--- src/rtl/in_to_fifo_pkg.sv ---
// in_to_fifo_pkg: state codes and defaults shared
// between the ingress and egress byte FSMs.
package in_to_fifo_pkg;

  typedef enum logic [2:0] {
    ST_IDLE       = 3'd0,
    ST_WAIT_IN    = 3'd1,
    ST_RELEASE    = 3'd2,
    ST_WRITE_WAIT = 3'd3,
    ST_WRITE      = 3'd4
  } state_e;

  localparam logic [7:0] EOM_BYTE_DEF = 8'h0D;
  localparam int         TIMEOUT_DEF  = 1000;
  localparam int         CNT_W_DEF    = 16;

endpackage

--- src/rtl/in_to_fifo_sat_counter.sv ---
// in_to_fifo_sat_counter: saturating up-counter,
// synchronous clear has priority over increment.
module in_to_fifo_sat_counter #(
  parameter int W = 16
) (
  input  logic         clk,
  input  logic         rst_n,
  input  logic         clr_i,
  input  logic         inc_i,
  output logic [W-1:0] cnt_o
);

  logic [W-1:0] cnt_q, cnt_d;

  always_comb begin
    cnt_d = cnt_q;
    if (clr_i) begin
      cnt_d = '0;
    end else if (inc_i && (cnt_q != '1)) begin
      cnt_d = cnt_q + 1'b1;
    end
  end

  always_ff @(posedge clk or negedge rst_n) begin
    if (!rst_n) begin
      cnt_q <= '0;
    end else begin
      cnt_q <= cnt_d;
    end
  end

  assign cnt_o = cnt_q;

endmodule

--- src/rtl/in_to_fifo.sv ---
// in_to_fifo: takes producer bytes over valid/ack and
// writes them to the byte FIFO, dropping after a stall.
module in_to_fifo
  import in_to_fifo_pkg::*;
#(
  parameter int         TIMEOUT  = TIMEOUT_DEF,
  parameter logic [7:0] EOM_BYTE = EOM_BYTE_DEF,
  parameter int         CNT_W    = CNT_W_DEF
) (
  input  logic             clk,
  input  logic             rst_n,
  input  logic             enable,
  input  logic             clear,
  input  logic             in_valid,
  input  logic [7:0]       in_data,
  output logic             in_ack,
  input  logic             fifo_full,
  input  logic             fifo_busy,
  output logic             fifo_we,
  output logic [7:0]       fifo_wdata,
  output logic             idle,
  output logic             msg_done,
  output logic             overflow,
  output logic [CNT_W-1:0] byte_count,
  output logic [CNT_W-1:0] drop_count,
  output logic [2:0]       state
);

  localparam int SW = (TIMEOUT > 1) ? $clog2(TIMEOUT) : 1;
  localparam logic [SW-1:0] STALL_MAX = SW'(TIMEOUT - 1);

  state_e        state_q, state_d;
  logic          ack_q, ack_d;
  logic          we_q, we_d;
  logic [7:0]    wdata_q, wdata_d;
  logic [7:0]    hold_q, hold_d;
  logic [SW-1:0] stall_q, stall_d;
  logic          done_q, done_d;
  logic          idle_q, idle_d;
  logic          ovf_q, ovf_d;
  logic          inc_byte, inc_drop;
  logic          stalled;

  assign stalled = fifo_full | fifo_busy;

  always_comb begin
    state_d  = state_q;
    ack_d    = ack_q;
    we_d     = 1'b0;
    wdata_d  = wdata_q;
    hold_d   = hold_q;
    stall_d  = stall_q;
    done_d   = 1'b0;
    inc_byte = 1'b0;
    inc_drop = 1'b0;
    unique case (state_q)
      ST_IDLE: begin
        if (enable) state_d = ST_WAIT_IN;
      end
      ST_WAIT_IN: begin
        if (!enable) begin
          state_d = ST_IDLE;
        end else if (in_valid) begin
          hold_d  = in_data;
          ack_d   = 1'b1;
          state_d = ST_RELEASE;
        end
      end
      ST_RELEASE: begin
        if (!in_valid) begin
          ack_d   = 1'b0;
          stall_d = '0;
          state_d = ST_WRITE_WAIT;
        end
      end
      ST_WRITE_WAIT: begin
        if (!stalled) begin
          we_d    = 1'b1;
          wdata_d = hold_q;
          done_d  = (hold_q == EOM_BYTE);
          state_d = ST_WRITE;
        end else if ((TIMEOUT != 0) && (stall_q == STALL_MAX)) begin
          inc_drop = 1'b1;
          state_d  = enable ? ST_WAIT_IN : ST_IDLE;
        end else begin
          stall_d = stall_q + 1'b1;
        end
      end
      ST_WRITE: begin
        inc_byte = 1'b1;
        state_d  = enable ? ST_WAIT_IN : ST_IDLE;
      end
      default: begin
        ack_d   = 1'b0;
        state_d = ST_IDLE;
      end
    endcase
    idle_d = (state_d == ST_IDLE) || (state_d == ST_WAIT_IN);
    ovf_d  = clear ? 1'b0 : (ovf_q | inc_drop);
  end

  always_ff @(posedge clk or negedge rst_n) begin
    if (!rst_n) begin
      state_q <= ST_IDLE;
      ack_q   <= 1'b0;
      we_q    <= 1'b0;
      wdata_q <= '0;
      hold_q  <= '0;
      stall_q <= '0;
      done_q  <= 1'b0;
      idle_q  <= 1'b1;
      ovf_q   <= 1'b0;
    end else begin
      state_q <= state_d;
      ack_q   <= ack_d;
      we_q    <= we_d;
      wdata_q <= wdata_d;
      hold_q  <= hold_d;
      stall_q <= stall_d;
      done_q  <= done_d;
      idle_q  <= idle_d;
      ovf_q   <= ovf_d;
    end
  end

  in_to_fifo_sat_counter #(.W(CNT_W)) u_byte_cnt (
    .clk   (clk),
    .rst_n (rst_n),
    .clr_i (clear),
    .inc_i (inc_byte),
    .cnt_o (byte_count)
  );

  in_to_fifo_sat_counter #(.W(CNT_W)) u_drop_cnt (
    .clk   (clk),
    .rst_n (rst_n),
    .clr_i (clear),
    .inc_i (inc_drop),
    .cnt_o (drop_count)
  );

  assign in_ack     = ack_q;
  assign fifo_we    = we_q;
  assign fifo_wdata = wdata_q;
  assign idle       = idle_q;
  assign msg_done   = done_q;
  assign overflow   = ovf_q;
  assign state      = state_q;

endmodule

--- config.mk ---
export PLATFORM = sky130hd
export DESIGN_NAME = in_to_fifo
export DESIGN_NICKNAME = d
export VERILOG_FILES = /design/src/rtl/in_to_fifo_pkg.sv /design/src/rtl/in_to_fifo_sat_counter.sv /design/src/rtl/in_to_fifo.sv
export SDC_FILE = /design/constraint.sdc
export NUM_CORES = 1
export LEC_CHECK = 0
export CORE_UTILIZATION = 53
export CTS_CLUSTER_SIZE = 24
export DETAILED_ROUTE_END_ITERATION = 12
export GPL_ROUTABILITY_DRIVEN = 0
export PLACE_DENSITY = 0.85
export SYNTH_ARGS = -nofsm -noshare
export SYNTH_HDL_FRONTEND = slang
export SYNTH_HIERARCHICAL = 1
export SYNTH_SLANG_ARGS = --single-unit
--- constraint.sdc ---
create_clock -name clk -period 3.3 [get_ports clk]
set_input_delay 0.66 -clock clk [delete_from_list [all_inputs] [get_ports clk]]
set_output_delay 0.66 -clock clk [all_outputs]
set_load 0.005 [all_outputs]
==> metrics.md, run 1 <==
| Metric | Value |
|---|---|
| Post-CTS Repair Setup Buffers | 0 |
| Row count | 29 |
| Avg Inst Size Synth | 9.82 um^2 |
| Clock Path Buffers | 2 |
| Leak pwr | 0.00179 uW |
| Simple-gate share of the synthesized area | 29.7% |
| Final Non-Filler Cells | 498 |
| Antenna violations before repair | 0 |
| Critical Path AT | 3.02 ns |
| Yosys reg bits | 66 |
| Largest net degree at the start of global routing | 42 |
| Detail Route Antenna Nets | 0 |
| WS Path Type | reg2reg |
| CP max FO | 22 |
| I/O pin total | 63 |
| Area delta synth->final | 23.8% |
| Worst r2r dst | u_drop_cnt/cnt_o[3] |
| Async set or reset register ratio after synthesis | 100% |
| Crit end category | flop |
| Cell Area, Synth | 3490 um^2 |
| First-pass GRT wire length | 13400 um |
| Vias per cell | 6.01 |
| # diodes | 0 |
| Vias in the first global route | 2920 |
| Post-synthesis xor/xnor area fraction | 0.251% |
| Synthesized Nets | 373 |
| Final setup TNS | 0 ns |
| # DRC | 0 |
| Routed via count | 2991 |
| PwrDens | 523 nW/um^2 |
| Post-synthesis compound-gate area fraction | 12.0% |
| Inserted Clock Buffers | 9 |
| First-pass DRT Iterations | 4 |
| Grt total ovfl | 0 |
| Reg2Reg Depth | 7 |
| Synth cell types | 47 |
| Fillers | 508 |
| Most frequent cells in the layout | dfrtp_1, clkdlybuf4s50_1, nand2_1 |
| Multi-input logic area | 1700 um^2 |
| Post-synth EDFFs | 0 |
| Share of post-route cells with drive strength above 1 | 12.1% |
| Tot GR Track Use | 23.6% |
| Reg area | 1650 um^2 |
| Slew headroom | 42.7% |
| Cts hold-fix bufs | 0 |
| Avg WL per Cell | 15.3 um |
| RSZ-0062 raised after global routing | no |
| Detailed Place HPWL | 5190 um |
| Die Outline Area | 6910 um^2 |
| Synth Area in Adders | 1.08% |
| CTS resizes | 0 |
| # nets final | 434 |
| Worst Setup Start Kind | flop |
| Total power | 2260 uW |
| Crit share post-route | 83.4% |
| Final setup violation count | 0 |
| Initial core utilization | 54.9% |
| Worst-margin pin slew | 0.853 ns |
| Multiplexer share of the synthesized area | 5.74% |
| Reg2reg setup slack | 0.55 ns |
| Cells after Synth | 355 |
| Clock sinks | 66 |
| Worst min-delay path category | in2async |
| Minimum clock period | 2.75 ns |
| Root buf cell | clkbuf_8 |
| Sequential area share after synthesis | 47.4% |
| Final Max Slew Viols | 0 |
| Core area | 6350 um^2 |
| Max-Cap Viols | 0 |
| Clk_lat worst skew | 0.34 ns |
| Clk_skew | 0.00812 ns |
| PortBufs | 62 |
| Largest family of logic cells by synthesized area | simple AND/OR/NAND/NOR gates |
| Clock-pin slew on the worst setup and hold paths | 0.08 ns |
| Final WL | 7640 um |
| Final Hold Fails | 0 |
| Die height | 83.1 um |
| Syn. warnings | 6 |
| R2r startpoint | stall_q[0] |
| Max rail drop VDD | 426 uV |
| Placed cells | 482 |
| Iter 0 DRT Violations | 153 |
| H-tree levels | 3 |
| Critical path required time | 3.57 ns |
| CTS tree | done |
| Max Clk Rate | 363 MHz |
| Most common cell after layout, fill and taps aside | dfrtp_1 |
| Die W | 83.1 um |
| Main synth FF type | dfrtp_1 |
| Status | complete, no violations |
[flip-flops by register name, indices dropped and copies added (netlist names)]
register / cells
fifo_wdata: 8
fifo_we: 1
hold_q: 8
idle: 1
in_ack: 1
msg_done: 1
overflow: 1
stall_q: 10
state: 3
u_byte_cnt/cnt_o: 16
u_drop_cnt/cnt_o: 16
[area by class of cell]
class / count / share of cell area, %
Inverter: 10 / 0.870
Sequential cell: 66 / 38.3
Timing Repair Buffer: 65 / 14.8
Tap cell: 77 / 2.23
Multi-Input combinational cell: 264 / 39.5
Clock inverter: 6 / 1.16
Clock buffer: 10 / 3.19
[synthesized netlist by cell type, types with 3 or more instances]
library cell / instances / share of area (%)
mux2_1: 8 / 2.6
or3_1: 5 / 0.90
dfrtp_1: 65 / 47
and4_2: 4 / 1.1
clkbuf_1: 10 / 1.1
nand2_1: 47 / 5.1
nand2b_1: 4 / 0.72
or4_1: 15 / 3.2
nor2b_1: 10 / 1.8
ha_1: 3 / 1.1
a21oi_1: 28 / 4.0
o21ai_0: 6 / 0.86
nand3_1: 14 / 2.0
inv_1: 9 / 0.97
or3_2: 3 / 0.65
and4_1: 3 / 0.75
or4_2: 4 / 1.0
nor3_1: 6 / 0.86
mux2_2: 8 / 2.6
o31ai_1: 17 / 3.7
o21ai_1: 6 / 0.86
and3_1: 7 / 1.3
nor4_1: 9 / 1.6
nor2_1: 15 / 1.6
nand4_1: 15 / 2.7
buf_6: 5 / 1.6
[routing by layer]
layer	part of all wire, %	global-route usage, %	routed length, um
met4	1.0	7.52	80
met1	45	31.0	3420
met3	5.1	6.56	387
met5	0	0	0
met2	49	38.1	3760
[cells by family (layout without fill, tap and decap cells)]
| logic type | Yosys count | in the layout |
|---|---|---|
| AND/OR/NAND/NOR | 176 | 176 |
| AO/OA/AOI/OAI | 66 | 66 |
| flip-flops | 66 | 66 |
| buffers and inverters | 25 | 91 |
| multiplexers | 18 | 18 |
| adder cells (fa/ha/maj) | 3 | 3 |
| XOR/XNOR | 1 | 1 |
[worst max path at each step]
stage	slack (ns)	endpoint	cells after the start	start
floorplan	0.89	u_drop_cnt/cnt_o[3]	8	stall_q[0]
global placement	0.56	u_drop_cnt/cnt_o[3]	6	fifo_busy
detailed placement	0.51	u_drop_cnt/cnt_o[3]	6	fifo_busy
CTS	0.56	u_drop_cnt/cnt_o[3]	7	stall_q[0]
global route	0.40	u_drop_cnt/cnt_o[3]	7	stall_q[0]
finish	0.55	u_drop_cnt/cnt_o[3]	7	stall_q[0]
[critical path, stage by stage (launching register included)]
cell and delay, ns:
dfrtp_1 0.41, ha_1 0.27, nor4bb_1 0.37, and3_1 0.27, and2_1 0.21, inv_1 0.26
or4_2 0.71, a21oi_1 0.16
[per-stage QoR]
stage | cell area [um^2] | hold slack, ns | util, % | worst slack (ns)
floorplan | 3490 | 0.364 | - | 0.891
global placement | 4130 | 0.461 | 65.0 | 0.557
detailed placement | 4130 | 0.464 | 65.0 | 0.507
CTS | 4320 | 0.253 | 68.0 | 0.559
global route | 4320 | 0.270 | 68.0 | 0.396
finish | 4320 | 0.251 | 68.0 | 0.549
[where the power goes]
group,leakage [uW],internal [uW],total [uW],switching [uW]
logic,0.000817,285,512,228
registers,0.000883,964,1110,144
clock network,0.0000895,301,635,335
Power figures use the tool's default switching activity.
==> inputs of run 2 (changes only) <==
==> constraint.sdc (replaced) <==
create_clock -name clk -period 2.6 [get_ports clk]
set_input_delay 0.52 -clock clk [delete_from_list [all_inputs] [get_ports clk]]
set_output_delay 0.52 -clock clk [all_outputs]
set_load 0.005 [all_outputs]
==> metrics.md, run 2 (same netlist as run 1, synthesis figures left out) <==
| Metric | Value |
|---|---|
| Status | complete, no violations |
| Area delta synth->final | 27.4% |
| Worst-margin pin slew | 0.705 ns |
| Crit end category | flop |
| Crit share post-route | 92.2% |
| # DRC | 0 |
| Die height | 83.1 um |
| Max Clk Rate | 417 MHz |
| NetSw | 953 uW |
| Antenna violations before repair | 0 |
| Share of post-route cells with drive strength above 1 | 14.7% |
| Core area | 6350 um^2 |
| Avg WL per Cell | 16.0 um |
| Routed via count | 3111 |
| Worst r2r dst | u_drop_cnt/cnt_o[9] |
| Critical Path AT | 2.63 ns |
| Grt total ovfl | 0 |
| Vias per cell | 6.14 |
| Iter 0 DRT Violations | 231 |
| Largest net degree at the start of global routing | 47 |
| CP max FO | 16 |
| Vias in the first global route | 2874 |
| Final Non-Filler Cells | 507 |
| # diodes | 0 |
| Final WL | 8130 um |
| Most common cell after layout, fill and taps aside | dfrtp_1 |
| Final Max Slew Viols | 0 |
| WS Path Type | reg2reg |
| Critical path required time | 2.84 ns |
| Worst min-delay path category | in2async |
| Reg2Reg Depth | 8 |
| Minimum clock period | 2.40 ns |
| Cts hold-fix bufs | 0 |
| Clk_skew | 0.00859 ns |
| Initial core utilization | 54.9% |
| Final setup TNS | 0 ns |
| Worst Setup Start Kind | flop |
| RSZ-0062 raised after global routing | no |
| Clock sinks | 66 |
| Post-layout util | 70.0% |
| Reg power frac | 46.4% |
| I/O pin total | 63 |
| PortBufs | 62 |
| Internal power | 2080 uW |
| CTS tree | done |
| Placed cells | 490 |
| Clock-pin slew on the worst setup and hold paths | 0.08 ns |
| Clock Power Share | 30.5% |
| Max rail drop VDD | 600 uV |
| Final Hold Fails | 0 |
| Detail Route Antenna Nets | 0 |
| Row count | 29 |
| Inserted Clock Buffers | 9 |
| PwrDens | 682 nW/um^2 |
| Detailed Place HPWL | 5470 um |
| Die Outline Area | 6910 um^2 |
| Most frequent cells in the layout | dfrtp_1, clkdlybuf4s50_1, nand2_1 |
| Root buf cell | clkbuf_8 |
| Combinational fraction of design power | 23.1% |
| R2r startpoint | stall_q[0] |
| Clock Path Buffers | 2 |
| Final setup violation count | 0 |
| Switching Share | 31.4% |
| Clk_lat worst skew | 0.35 ns |
| # nets final | 443 |
| Max-Cap Viols | 0 |
| Slew headroom | 52.7% |
| First-pass DRT Iterations | 5 |
| Reg2reg setup slack | 0.20 ns |
| Critical path startpoint | stall_q[0] |
| Leak pwr | 0.00185 uW |
| Tot GR Track Use | 24.6% |
| H-tree levels | 3 |
| First-pass GRT wire length | 13700 um |
| Die W | 83.1 um |
run 2: power by group through the flow:
stage,Clock (uW),Sequential [uW],Combinational [uW]
6_report,923,1410,700
4_1_cts,936,1400,701
3_3_place_gp,0,1410,674
2_1_floorplan,0,1380,414
3_5_place_dp,0,1420,696
5_1_grt,979,1440,778
run 2: final cells by class:
cell class,count,area [um^2]
Clock buffer,9,124
Clock inverter,7,83.8
Timing Repair Buffer,74,718
Inverter,10,37.5
Fill cell,480,1910
Sequential cell,66,1650
Multi-Input combinational cell,264,1730
Tap cell,77,96.3
run 2: worst max-delay path by stage:
stage / endpoint / slack, ns / cells past startpoint
after global placement: u_drop_cnt/cnt_o[9] / 0.13 / 7
final: u_drop_cnt/cnt_o[9] / 0.20 / 8
after global routing: u_drop_cnt/cnt_o[9] / 0.01 / 8
after detailed placement: u_drop_cnt/cnt_o[9] / 0.06 / 7
after CTS: u_drop_cnt/cnt_o[9] / 0.10 / 8
after floorplan: u_drop_cnt/cnt_o[3] / 0.19 / 8
run 2: worst max-delay path, stage by stage, from the launching register on:
cell and delay [ns]:
dfrtp_1 0.41, ha_1 0.18, nor4bb_4 0.28, and3_1 0.21, and2_1 0.19, inv_1 0.13
buf_4 0.22, nor4_2 0.30, mux2_1 0.36
run 2: repair_timing:
item | 4_1_cts | 5_1_grt
setup buffers | 0 | 1
endpoints found under the setup margin | 0 | 8
resized for setup | 0 | 4
run 2: per-stage QoR:
stage | setup WS (ns) | instance area, um^2 | hold slack [ns] | power [uW]
after floorplan | 0.191 | 3490 | 0.224 | 1790
after global placement | 0.133 | 4200 | 0.460 | 2080
after detailed placement | 0.0573 | 4200 | 0.462 | 2110
after CTS | 0.102 | 4410 | 0.132 | 3040
after global routing | 0.0141 | 4440 | 0.150 | 3190
final | 0.203 | 4440 | 0.121 | 3030
run 2: per-layer routing:
metal / GRT usage, % / up-vias / wire [um]
met4: 8.93 / 0 / 137
met1: 33.5 / 1515 / 3570
met5: 0 / - / 0
li1: - / 1476 / -
met3: 5.37 / 12 / 493
met2: 39.0 / 108 / 3930
==> inputs of run 3 (changes only) <==
--- a/config.mk
+++ b/config.mk
@@ -5,11 +5,14 @@
 export SDC_FILE = /design/constraint.sdc
 export NUM_CORES = 1
 export LEC_CHECK = 0
-export CORE_UTILIZATION = 53
+export CELL_PAD_IN_SITES_DETAIL_PLACEMENT = 1
+export CELL_PAD_IN_SITES_GLOBAL_PLACEMENT = 2
+export CORE_UTILIZATION = 34
+export CTS_BUF_LIST = sky130_fd_sc_hd__clkbuf_2 sky130_fd_sc_hd__clkbuf_4 sky130_fd_sc_hd__clkbuf_8
 export CTS_CLUSTER_SIZE = 24
 export DETAILED_ROUTE_END_ITERATION = 12
 export GPL_ROUTABILITY_DRIVEN = 0
-export PLACE_DENSITY = 0.85
+export PLACE_DENSITY = 0.88
 export SYNTH_ARGS = -nofsm -noshare
 export SYNTH_HDL_FRONTEND = slang
 export SYNTH_HIERARCHICAL = 1
==> metrics.md, run 3 (same netlist as run 1, synthesis figures left out) <==
| Metric | Value |
|---|---|
| Leak pwr | 0.00188 uW |
| WS Path Type | reg2reg |
| Root buf cell | clkbuf_8 |
| Metal-1 WL | 4250 um |
| Vias in the first global route | 3190 |
| Slowest CP cell | or4_1 |
| Core area | 9860 um^2 |
| Largest net degree at the start of global routing | 41 |
| Critical Path AT | 2.66 ns |
| Share of post-route cells with drive strength above 1 | 15.4% |
| Final setup TNS | 0 ns |
| RSZ-0062 raised after global routing | no |
| Clk_skew | 0.00846 ns |
| Worst-margin pin slew | 0.626 ns |
| Status | complete, no violations |
| WHS | 0.178 ns |
| Place WS | 0.0945 ns |
| Antenna violations before repair | 0 |
| Tot GR Track Use | 18.7% |
| Setup WS post-layout | 0.202 ns |
| PortBufs | 62 |
| Vias per cell | 5.48 |
| Iter 0 DRT Violations | 73 |
| CP max FO | 11 |
| Avg WL per Cell | 16.1 um |
| Row count | 36 |
| Clock Path Buffers | 2 |
| Worst Setup Start Kind | flop |
| Met3 wire length | 304 um |
| Routed via count | 3106 |
| H-tree levels | 3 |
| Minimum clock period | 2.40 ns |
| Final setup violation count | 0 |
| # diodes | 0 |
| CTS tree | done |
| Clk_lat worst skew | 0.34 ns |
| Worst min-delay path category | in2async |
| Most frequent cells in the layout | dfrtp_1, clkdlybuf4s50_1, nand2_1 |
| Critical path startpoint | stall_q[0] |
| Slew headroom | 58.2% |
| Met2 wire len | 4480 um |
| Max rail drop VDD | 479 uV |
| First-pass GRT wire length | 15400 um |
| Clock-pin slew on the worst setup and hold paths | 0.08 ns |
| PwrDens | 706 nW/um^2 |
| Detailed Place HPWL | 6410 um |
| R2r startpoint | stall_q[0] |
| Die W | 103 um |
| Final WL | 9150 um |
| Crit-path cells | ha_2 > nor4bb_4 > and3_1 > and2_1 > inv_2 > buf_4 > or4_1 > a21oi_1 |
| Die Outline Area | 10700 um^2 |
| Area delta synth->final | 30.9% |
| Total power | 3220 uW |
| Grt total ovfl | 0 |
| Final Hold Fails | 0 |
| Crit share post-route | 92.2% |
| # nets final | 447 |
| Initial core utilization | 35.4% |
| Critical path required time | 2.86 ns |
| First-pass DRT Iterations | 4 |
| Detail Route Antenna Nets | 0 |
| # DRC | 0 |
| Inserted Clock Buffers | 9 |
| Final Max Slew Viols | 0 |
| Max Clk Rate | 417 MHz |
| Most common cell after layout, fill and taps aside | dfrtp_1 |
| Max incr delay on CP | 0.50 ns |
| Max-Cap Viols | 0 |
| Crit end category | flop |
| Clock sinks | 66 |
| I/O pin total | 63 |
| Post-layout util | 46.3% |
| Die height | 103 um |
| Max layer used | met4 |
==> run 3: critical path, delay by kind of cell, from the launching register on <==
family                   cells  cell delay [ns]
adder cells (fa/ha/maj)      1             0.25
AO/OA/AOI/OAI                1             0.18
buffers and inverters        2             0.27
flip-flops                   1             0.42
AND/OR/NAND/NOR              4             1.18
==> run 3: metal layers <==
metal | vias up | global-route usage (%)
li1 | 1487 | -
met1 | 1560 | 24.5
met2 | 49 | 30.8
met3 | 10 | 4.17
met4 | 0 | 5.96
met5 | - | 0
==> run 3: cell type report <==
type	instances	area, um^2
Clock buffer	10	138
Clock inverter	6	114
Tap cell	133	166
Multi-Input combinational cell	264	1720
Sequential cell	66	1650
Timing Repair Buffer	78	736
Inverter	10	37.5
Fill cell	1111	5300
==> run 3: final timing paths <==
kind	to	slack, ns	cells past startpoint
worst min-delay path	u_drop_cnt/cnt_o[8]	0.18	2
worst max register to register	u_drop_cnt/cnt_o[14]	0.20	8
min in group clk	fifo_wdata[2]	0.48	2
worst min register to register	fifo_wdata[2]	0.48	2
worst max-delay path	u_drop_cnt/cnt_o[14]	0.20	8
max in group asynchronous	u_byte_cnt/cnt_o[3]	1.96	2
==> run 3: repair_timing <==
item                                    4_1_cts  5_1_grt
hold buffers                                  0        0
setup buffers                                 0        0
endpoints found under the setup margin        0       12
gates resized for setup                       0        4
==> run 3: stage by stage <==
stage / cell area, um^2 / instances
3_5_place_dp: 4300 / 551
2_1_floorplan: 3490 / 355
3_3_place_gp: 4300 / 551
5_1_grt: 4560 / 567
6_report: 4560 / 567
4_1_cts: 4550 / 567
==> run 3: power by group <==
group	total, uW	internal, uW	switching (uW)
combinational	718	392	326
clock	1100	665	431
sequential	1410	1220	184
